===== src/rtl/dual_core_mem_arbiter.sv =====
`default_nettype none
// +----------------------------------------------------------------------------+
// | dual_core_mem_arbiter: round-robin, latency-aware arbiter for the shared   |
// | data port, with per-core pause/resume and stall generation.                |
// | Optional macro ARB_STALL_CNT_EN adds saturating per-core stall counters.   |
// | Rev 1.0                                                                    |
// +----------------------------------------------------------------------------+
module dual_core_mem_arbiter #(
    parameter int AW     = 15,
    parameter int DW     = 16,
    parameter int RD_LAT = 1
) (
    input  logic          clk,
    input  logic          rst_n,
    input  logic          req_0,
    input  logic          req_1,
    input  logic          we_0,
    input  logic          we_1,
    input  logic [AW-1:0] addr_0,
    input  logic [AW-1:0] addr_1,
    input  logic [DW-1:0] wdata_0,
    input  logic [DW-1:0] wdata_1,
    input  logic [2:0]    ctl_0,
    input  logic [2:0]    ctl_1,
    output logic          gnt_0,
    output logic          gnt_1,
    output logic          stall_0,
    output logic          stall_1,
    output logic          rvalid_0,
    output logic          rvalid_1,
    output logic [DW-1:0] rdata,
    output logic [1:0]    run,
`ifdef ARB_STALL_CNT_EN
    output logic [7:0]    stall_cnt_0,
    output logic [7:0]    stall_cnt_1,
`endif
    output logic [AW-1:0] mem_addr,
    output logic          mem_wen,
    output logic [DW-1:0] mem_wdata,
    input  logic [DW-1:0] mem_rdata
);

    localparam int              c_CW       = (RD_LAT > 1) ? $clog2(RD_LAT) : 1;
    localparam logic [c_CW-1:0] c_CNT_INIT = c_CW'(RD_LAT - 1);
    localparam logic [c_CW-1:0] c_CNT_ONE  = c_CW'(1);

    typedef enum logic [0:0] {
        ST_IDLE  = 1'b0,
        ST_RWAIT = 1'b1
    } state_t;

    state_t          r_state;
    logic            r_rr;
    logic            r_owner;
    logic [1:0]      r_run;
    logic [1:0]      r_rvalid;
    logic [c_CW-1:0] r_cnt;

    logic            w_elig0;
    logic            w_elig1;
    logic            w_any;
    logic            w_win;
    logic            w_wr;
    logic [1:0]      w_gnt;
    logic [1:0]      w_run_nxt;

    // Grants are gated by rst_n so the port stays quiet while reset is held.
    always_comb begin
        w_elig0   = req_0 & r_run[0];
        w_elig1   = req_1 & r_run[1];
        w_any     = rst_n & (r_state == ST_IDLE) & (w_elig0 | w_elig1);
        w_win     = (w_elig0 & w_elig1) ? r_rr : w_elig1;
        w_gnt     = w_any ? (w_win ? 2'b10 : 2'b01) : 2'b00;
        w_wr      = w_win ? we_1 : we_0;
        mem_wen   = w_any & w_wr;
        mem_addr  = w_any ? (w_win ? addr_1 : addr_0) : '0;
        mem_wdata = w_any ? (w_win ? wdata_1 : wdata_0) : '0;
    end

    // ctl_0 is applied last so it overrides ctl_1 on a shared target.
    always_comb begin
        w_run_nxt = r_run;
        if (ctl_1[2]) w_run_nxt[ctl_1[0]] = ctl_1[1];
        if (ctl_0[2]) w_run_nxt[ctl_0[0]] = ctl_0[1];
    end

    always_ff @(posedge clk or negedge rst_n) begin
        if (!rst_n) begin
            r_state  <= ST_IDLE;
            r_rr     <= 1'b0;
            r_owner  <= 1'b0;
            r_run    <= 2'b11;
            r_rvalid <= 2'b00;
            r_cnt    <= '0;
        end else begin
            r_run <= w_run_nxt;
            if (w_any) r_rr <= ~w_win;
            case (r_state)
                ST_IDLE: begin
                    if (w_any && !w_wr) begin
                        r_state  <= ST_RWAIT;
                        r_owner  <= w_win;
                        r_cnt    <= c_CNT_INIT;
                        r_rvalid <= (RD_LAT == 1) ? (w_win ? 2'b10 : 2'b01) : 2'b00;
                    end
                end
                ST_RWAIT: begin
                    // rvalid is registered one cycle ahead so it lands on T+RD_LAT.
                    if (r_rvalid != 2'b00) begin
                        r_state  <= ST_IDLE;
                        r_rvalid <= 2'b00;
                    end else begin
                        if (r_cnt == c_CNT_ONE) r_rvalid <= r_owner ? 2'b10 : 2'b01;
                        r_cnt <= r_cnt - 1'b1;
                    end
                end
                default: r_state <= ST_IDLE;
            endcase
        end
    end

    assign gnt_0    = w_gnt[0];
    assign gnt_1    = w_gnt[1];
    assign rvalid_0 = r_rvalid[0];
    assign rvalid_1 = r_rvalid[1];
    assign rdata    = mem_rdata;
    assign run      = r_run;

    assign stall_0 = (req_0 & ~w_gnt[0]) | ~r_run[0]
                   | ((r_state == ST_RWAIT) & ~r_owner & ~r_rvalid[0]);
    assign stall_1 = (req_1 & ~w_gnt[1]) | ~r_run[1]
                   | ((r_state == ST_RWAIT) & r_owner & ~r_rvalid[1]);

`ifdef ARB_STALL_CNT_EN
    logic [7:0] r_scnt0;
    logic [7:0] r_scnt1;

    always_ff @(posedge clk or negedge rst_n) begin
        if (!rst_n) begin
            r_scnt0 <= 8'd0;
            r_scnt1 <= 8'd0;
        end else begin
            if (w_elig0 && !w_gnt[0] && (r_scnt0 != 8'hFF)) r_scnt0 <= r_scnt0 + 8'd1;
            if (w_elig1 && !w_gnt[1] && (r_scnt1 != 8'hFF)) r_scnt1 <= r_scnt1 + 8'd1;
        end
    end

    assign stall_cnt_0 = r_scnt0;
    assign stall_cnt_1 = r_scnt1;
`endif

endmodule
`default_nettype wire


===== config.mk =====
export PLATFORM = sky130hd
export DESIGN_NAME = dual_core_mem_arbiter
export DESIGN_NICKNAME = d
export VERILOG_FILES = /design/src/rtl/dual_core_mem_arbiter.sv
export SDC_FILE = /design/constraint.sdc
export NUM_CORES = 1
export LEC_CHECK = 0
export BUFFER_PORTS_ARGS = -buffer_cell sky130_fd_sc_hd__buf_2
export CAP_MARGIN = 20
export CORE_MARGIN = 8
export CORE_UTILIZATION = 28
export DETAILED_ROUTE_END_ITERATION = 10
export GPL_ROUTABILITY_DRIVEN = 0
export MAX_ROUTING_LAYER = met4
export PLACE_DENSITY = 0.75
export SLEW_MARGIN = 30
export SYNTH_ARGS = -nofsm -noshare
export SYNTH_HDL_FRONTEND = slang
export SYNTH_SLANG_ARGS = --single-unit

===== constraint.sdc =====
create_clock -name clk -period 1.55 [get_ports clk]
set_input_delay 0.31 -clock clk [delete_from_list [all_inputs] [get_ports clk]]
set_output_delay 0.31 -clock clk [all_outputs]
set_load 0.005 [all_outputs]

Yosys cells after proc, flatten, opt, wreduce, memory -nomap -nowiden:

Index checks and enable logic that the tools add are counted.

* register bits after elaboration: 8
* bits in latches: 0
* memory bits (writable): 0
* memory bits (read-only): 0
* output and inout port bits: 56
* memories kept: 0

* $add $sub $neg: 1
* $mul: 0
* div/mod/pow operators: 0
* $lt $le $gt $ge: 4
* eq/ne operators: 3
* shifts and indexed selects: 0
* mux-type cells: 27
* bitwise logic cells: 26
* reductions and logical operators: 8

Operators with widths (number)
* 2-to-1 mux 16 bit: 2
* 2-to-1 mux 15 bit: 2
* 2-to-1 mux 2 bit: 8
* bitwise AND 1 bit: 12
* NOT 1 bit: 9
* 2-to-1 mux 1 bit: 8
* AND reduction 2 bit: 3
* bitwise OR 1 bit: 5
* bitwise mux 2 bit: 2
* less-than comparator 1 x 2 -> 1 bit, second input constant: 2
* case mux 1 bit (2 select lines): 2
* case mux 2 bit (2 select lines): 1
* logical AND 1 bit: 3
* != test 3 x 1 -> 1 bit, second input constant: 1
* demux 1 bit (select 1 bit): 2
* greater-or-equal comparator 1 bit, second input constant: 2
* != test 2 x 1 -> 1 bit, second input constant: 1
* != test 2 bit, second input constant: 1
* nonzero test 2 bit: 1
* zero test 1 bit: 1
* subtractor 1 bit, second input constant: 1

Logic depth before layout (Yosys ltp):

* word-level depth: 9
* mapped depth: 5
* mapped depth without buffers: 4

Worst setup path after synthesis:

No wires, ideal clock.

* path type: register to output
* from: register r_run[1], in the netlist run[1]
* to: output port mem_addr[10]
* data arrival time: 1.283 ns
* slack: -0.043 ns
* stages on the path, launching flop included: 6
* path buffers: 2
* path through: dfstp_2 -> nand2_1 -> a21o_1 -> buf_2 -> buf_2 -> a21oi_1

* cells in the longest elaborated chain, start to end: 5

RTL lines
* start: declaration: RTL line 55 `logic [1:0] r_run;`
* start signal: assignment: RTL line 96 `r_run <= w_run_nxt;`
* bitwise AND 1 bit *: RTL line 70 `w_elig1 = req_1 & r_run[1];`
* bitwise AND 1 bit: RTL line 72 `w_win = (w_elig0 & w_elig1) ? r_rr : w_elig1;`
* 2-to-1 mux 1 bit: RTL line 72
* 2-to-1 mux 15 bit: RTL line 76 `mem_addr = w_any ? (w_win ? addr_1 : addr_0) : '0;`
* 2-to-1 mux 15 bit *: RTL line 76
* end: declaration: RTL line 37 `output logic [AW-1:0] mem_addr,`

Every way passes the cells marked *; elsewhere a longest branch is shown, timed or not.

Final worst setup path:

* from: register r_run[0], in the netlist run[0]
* to: output port mem_wen

* cells in the longest elaborated chain, start to end: 5

RTL lines
* bitwise AND 1 bit *: RTL line 69 `w_elig0 = req_0 & r_run[0];`
* bitwise AND 1 bit: RTL line 72
* 2-to-1 mux 1 bit: RTL line 72
* 2-to-1 mux 1 bit: RTL line 74 `w_wr = w_win ? we_1 : we_0;`
* bitwise AND 1 bit *: RTL line 75 `mem_wen = w_any & w_wr;`
* end: declaration: RTL line 38 `output logic mem_wen,`

Marks and branches as above.

==> results.py <==
metrics = {
    "outcome": {
        "result_of_the_run": "finished, violations left",
        "violations_in_the_final_reports": "negative setup slack",
    },
    "cts": {
        "clock_latency_ns": 0.24,
        "cts.sink_count": 8,
        "clock_buffers_created_by_tritoncts": 3,
        "htree_num_levels": 1,
        "tritoncts": "yes",
        "register_clock_pin_slew_on_the_reported_worst_setup_and_hold_paths_ns": 0.04,
        "cts_max_path_buffers": 2,
        "clk_root_buffer_cell": "sky130_fd_sc_hd__clkbuf_8",
    },
    "placement": {
        "detailedPlacementHpwl_microns": 3640,
        "dp.cells": 325,
        "placedInstanceArea_sq_um": 1790,
        "detailedPlace.worstSlack_ns": -0.112,
        "port_buffers": 113,
    },
    "global_routing": {
        "grt_pass1_vias": 1530,
        "grtUsageTotal_pct": 13.8,
        "overflow": 0,
        "antenna_found_initial": 0,
        "grt_pass1_wl_microns": 6940,
        "grt_start_max_net_pins": 33,
    },
    "hold_path": {
        "timing.hold.worst.class": "primary input to async pin",
    },
    "route": {
        "wire_length_after_detailed_routing_microns": 4650,
        "dr_total_vias": 1598,
        "number_of_vias_per_cell": 4.76,
        "remaining_drc_errors": 0,
        "drt_iter0_markers": 37,
        "drtAntennaViolNets": 0,
        "routed_length_per_placed_instance_microns": 13.8,
        "drt-pass1-iter-count": 4,
    },
    "layout": {
        "antenna_cell_count": 0,
        "layout.filler_cells": 359,
        "layout.cell_area.non_filler_sq_um": 1970,
        "layout_common_cells": "sky130_fd_sc_hd__buf_2 (113), sky130_fd_sc_hd__nand2_1 (68), sky130_fd_sc_hd__a21oi_2 (30)",
        "final_cells": 336,
        "post_route_cells_drive_above_1_share_pct": 60.8,
        "nets": 379,
        "syn2layout_area_growth_pct": 83.8,
        "layout_commonest_cell": "sky130_fd_sc_hd__buf_2",
        "postLayoutCoreUtil_pct": 53.8,
    },
    "timing": {
        "maxSlewHeadroom_pct": 68.3,
        "final_max_slew_viol_count": 0,
        "rsz_0062_raised_after_global_routing": "true",
        "report.final.setup_viol": 40,
        "hold_violations": 0,
        "fin_worst_skew_ns": 0.00367,
        "max_clock_freq_mhz": 531,
        "tightest_slew_ns": 0.469,
        "finalCritPeriodShare_pct": 122,
        "final.min_clock_period_ns": 1.88,
        "fin_worst_hold_slack_ns": 0.131,
        "setup_ws_ns": -0.335,
    },
    "setup_path": {
        "worst-setup-path-type": "flip-flop to output port",
        "start_kind": "flip-flop",
        "regToRegSetupSlack_ns": -0.09,
        "crit_required_ns": 1.24,
        "timing.critical_path.to_type": "output port",
        "timing.critical_path.arrival_ns": 1.57,
        "highest_net_fanout_along_the_worst_path": 21,
    },
    "floorplanning": {
        "floorplan.die_area_sq_um": 6060,
        "row_count": 22,
        "effective_utilization_at_floorplan_pct": 29.3,
        "dieHeight_microns": 77.8,
        "design.portCount": 146,
        "die_w_microns": 77.8,
        "coreArea_sq_um": 3660,
    },
    "logic_synthesis": {
        "synth_top_family_by_area": "simple AND/OR/NAND/NOR gates",
        "synth_mux_area_share_pct": 1.87,
        "synthSimpleGateAreaFrac_pct": 37.5,
        "yosys.area_share.xor_xnor_pct": 0,
        "postSynthNetCount": 267,
        "synthesis.instances": 177,
        "async_reset_ff_share_pct": 100,
        "postSynthRegisterBits": 8,
        "synth_compound_area_share_pct": 24.4,
        "synth-edff-count": 0,
        "yosys_warning_total": 0,
        "synth_top_flop_cell": "sky130_fd_sc_hd__dfrtp_1",
        "synth_sequential_area_ratio_pct": 18.9,
        "synth_area_per_cell_sq_um": 6.05,
        "post_synth_instance_area_sq_um": 1070,
        "netlist-cell-type-count": 33,
        "post_synth_fa_ha_maj_area_fraction_pct": 0,
    },
    "flow_run": {
        "cap_violations": 0,
    },
    "power_and_ir_drop": {
        "vdd_drop_max_v": 0.000667,
        "p_leak_nw": 1.06,
        "power.density_nw_per_um2": 857,
    },
}
-- registers in the layout (all words and copies together) (netlist names) --
signal,flops
run,2
r_state,1
r_rvalid,2
r_rr,1
r_cnt,1
r_owner,1
-- synthesized netlist by cell type, types with 2 or more instances --
library cell / count / share of area, %
sky130_fd_sc_hd__a21oi_1: 33 / 15
sky130_fd_sc_hd__and3_1: 2 / 1.2
sky130_fd_sc_hd__buf_2: 10 / 4.7
sky130_fd_sc_hd__buf_4: 16 / 11
sky130_fd_sc_hd__dfrtp_1: 6 / 14
sky130_fd_sc_hd__dfstp_2: 2 / 4.9
sky130_fd_sc_hd__inv_1: 4 / 1.4
sky130_fd_sc_hd__mux2i_1: 2 / 1.9
sky130_fd_sc_hd__nand2_1: 69 / 24
sky130_fd_sc_hd__nand2b_1: 5 / 2.9
sky130_fd_sc_hd__nor2_1: 4 / 1.4
sky130_fd_sc_hd__o21ai_0: 3 / 1.4
-- critical path: stages, from the launching register on --
cell	delay, ns
sky130_fd_sc_hd__dfstp_2	0.55
sky130_fd_sc_hd__nand3b_2	0.13
sky130_fd_sc_hd__nand3_4	0.15
sky130_fd_sc_hd__buf_12	0.16
sky130_fd_sc_hd__nand2_1	0.08
sky130_fd_sc_hd__a21oi_2	0.14
sky130_fd_sc_hd__buf_2	0.13
-- timing repair --
item / CTS / global route
hold buffers: 1 / 0
pin swaps: 0 / 4
gates cloned: 0 / 1
endpoints found under the hold margin: 6 / 0
buffers inserted: 0 / 5
setup endpoints to repair: 40 / 40
resized for setup: 1 / 12
-- power by group --
part | switching, mW | total (mW) | internal (mW)
combinational | 0.509 | 1.05 | 0.537
clock | 0.0918 | 0.271 | 0.179
sequential | 0.0750 | 0.370 | 0.295
-- metrics by stage --
| step | power, mW | setup TNS [ns] |
|---|---|---|
| CTS | 1.61 | -11.30 |
| global placement | 1.30 | -1.72 |
| global route | 1.82 | -13.68 |
| detailed placement | 1.32 | -2.74 |
| floorplan | 0.930 | 0 |
| finish | 1.69 | -11.00 |
-- metal layers --
layer	wire (microns)	GRT usage, %	part of all wire, %
met1	1770	13.8	38
met2	2290	24.2	49
met3	480	5.07	10
met4	101	4.91	2.2
met5	0	-	0
-- final timing paths --
| check | startpoint | endpoint | cells after the start |
|---|---|---|---|
| worst max-delay path | run[0]$_DFF_PN1_ | mem_wen | 6 |
| min in group clk | ctl_0[0] | run[1]$_DFF_PN1_ | 2 |
| worst max register to register | run[1]$_DFF_PN1_ | r_rvalid[1]$_DFFE_PN0P_ | 6 |
| worst min register to register | r_rr$_DFFE_PN0P_ | r_rr$_DFFE_PN0P_ | 2 |
| max in group asynchronous | rst_n | r_rr$_DFFE_PN0P_ | 3 |
| worst min-delay path | rst_n | run[1]$_DFF_PN1_ | 2 |
-- cells by family after synthesis --
family,after synthesis
multiplexers,2
buffers and inverters,30
AND/OR/NAND/NOR,91
AO/OA/AOI/OAI,46
flip-flops,8
-- cell type report --
type	count	area (sq um)	area share (%)
sequential	8	203	10.3
clock buffer	4	45.0	2.29
multi-input combinational	139	845	42.9
inverter	4	15.0	0.763
tap	48	60.1	3.05
timing repair buffer	133	801	40.7
(Power assumes the default switching activity.)
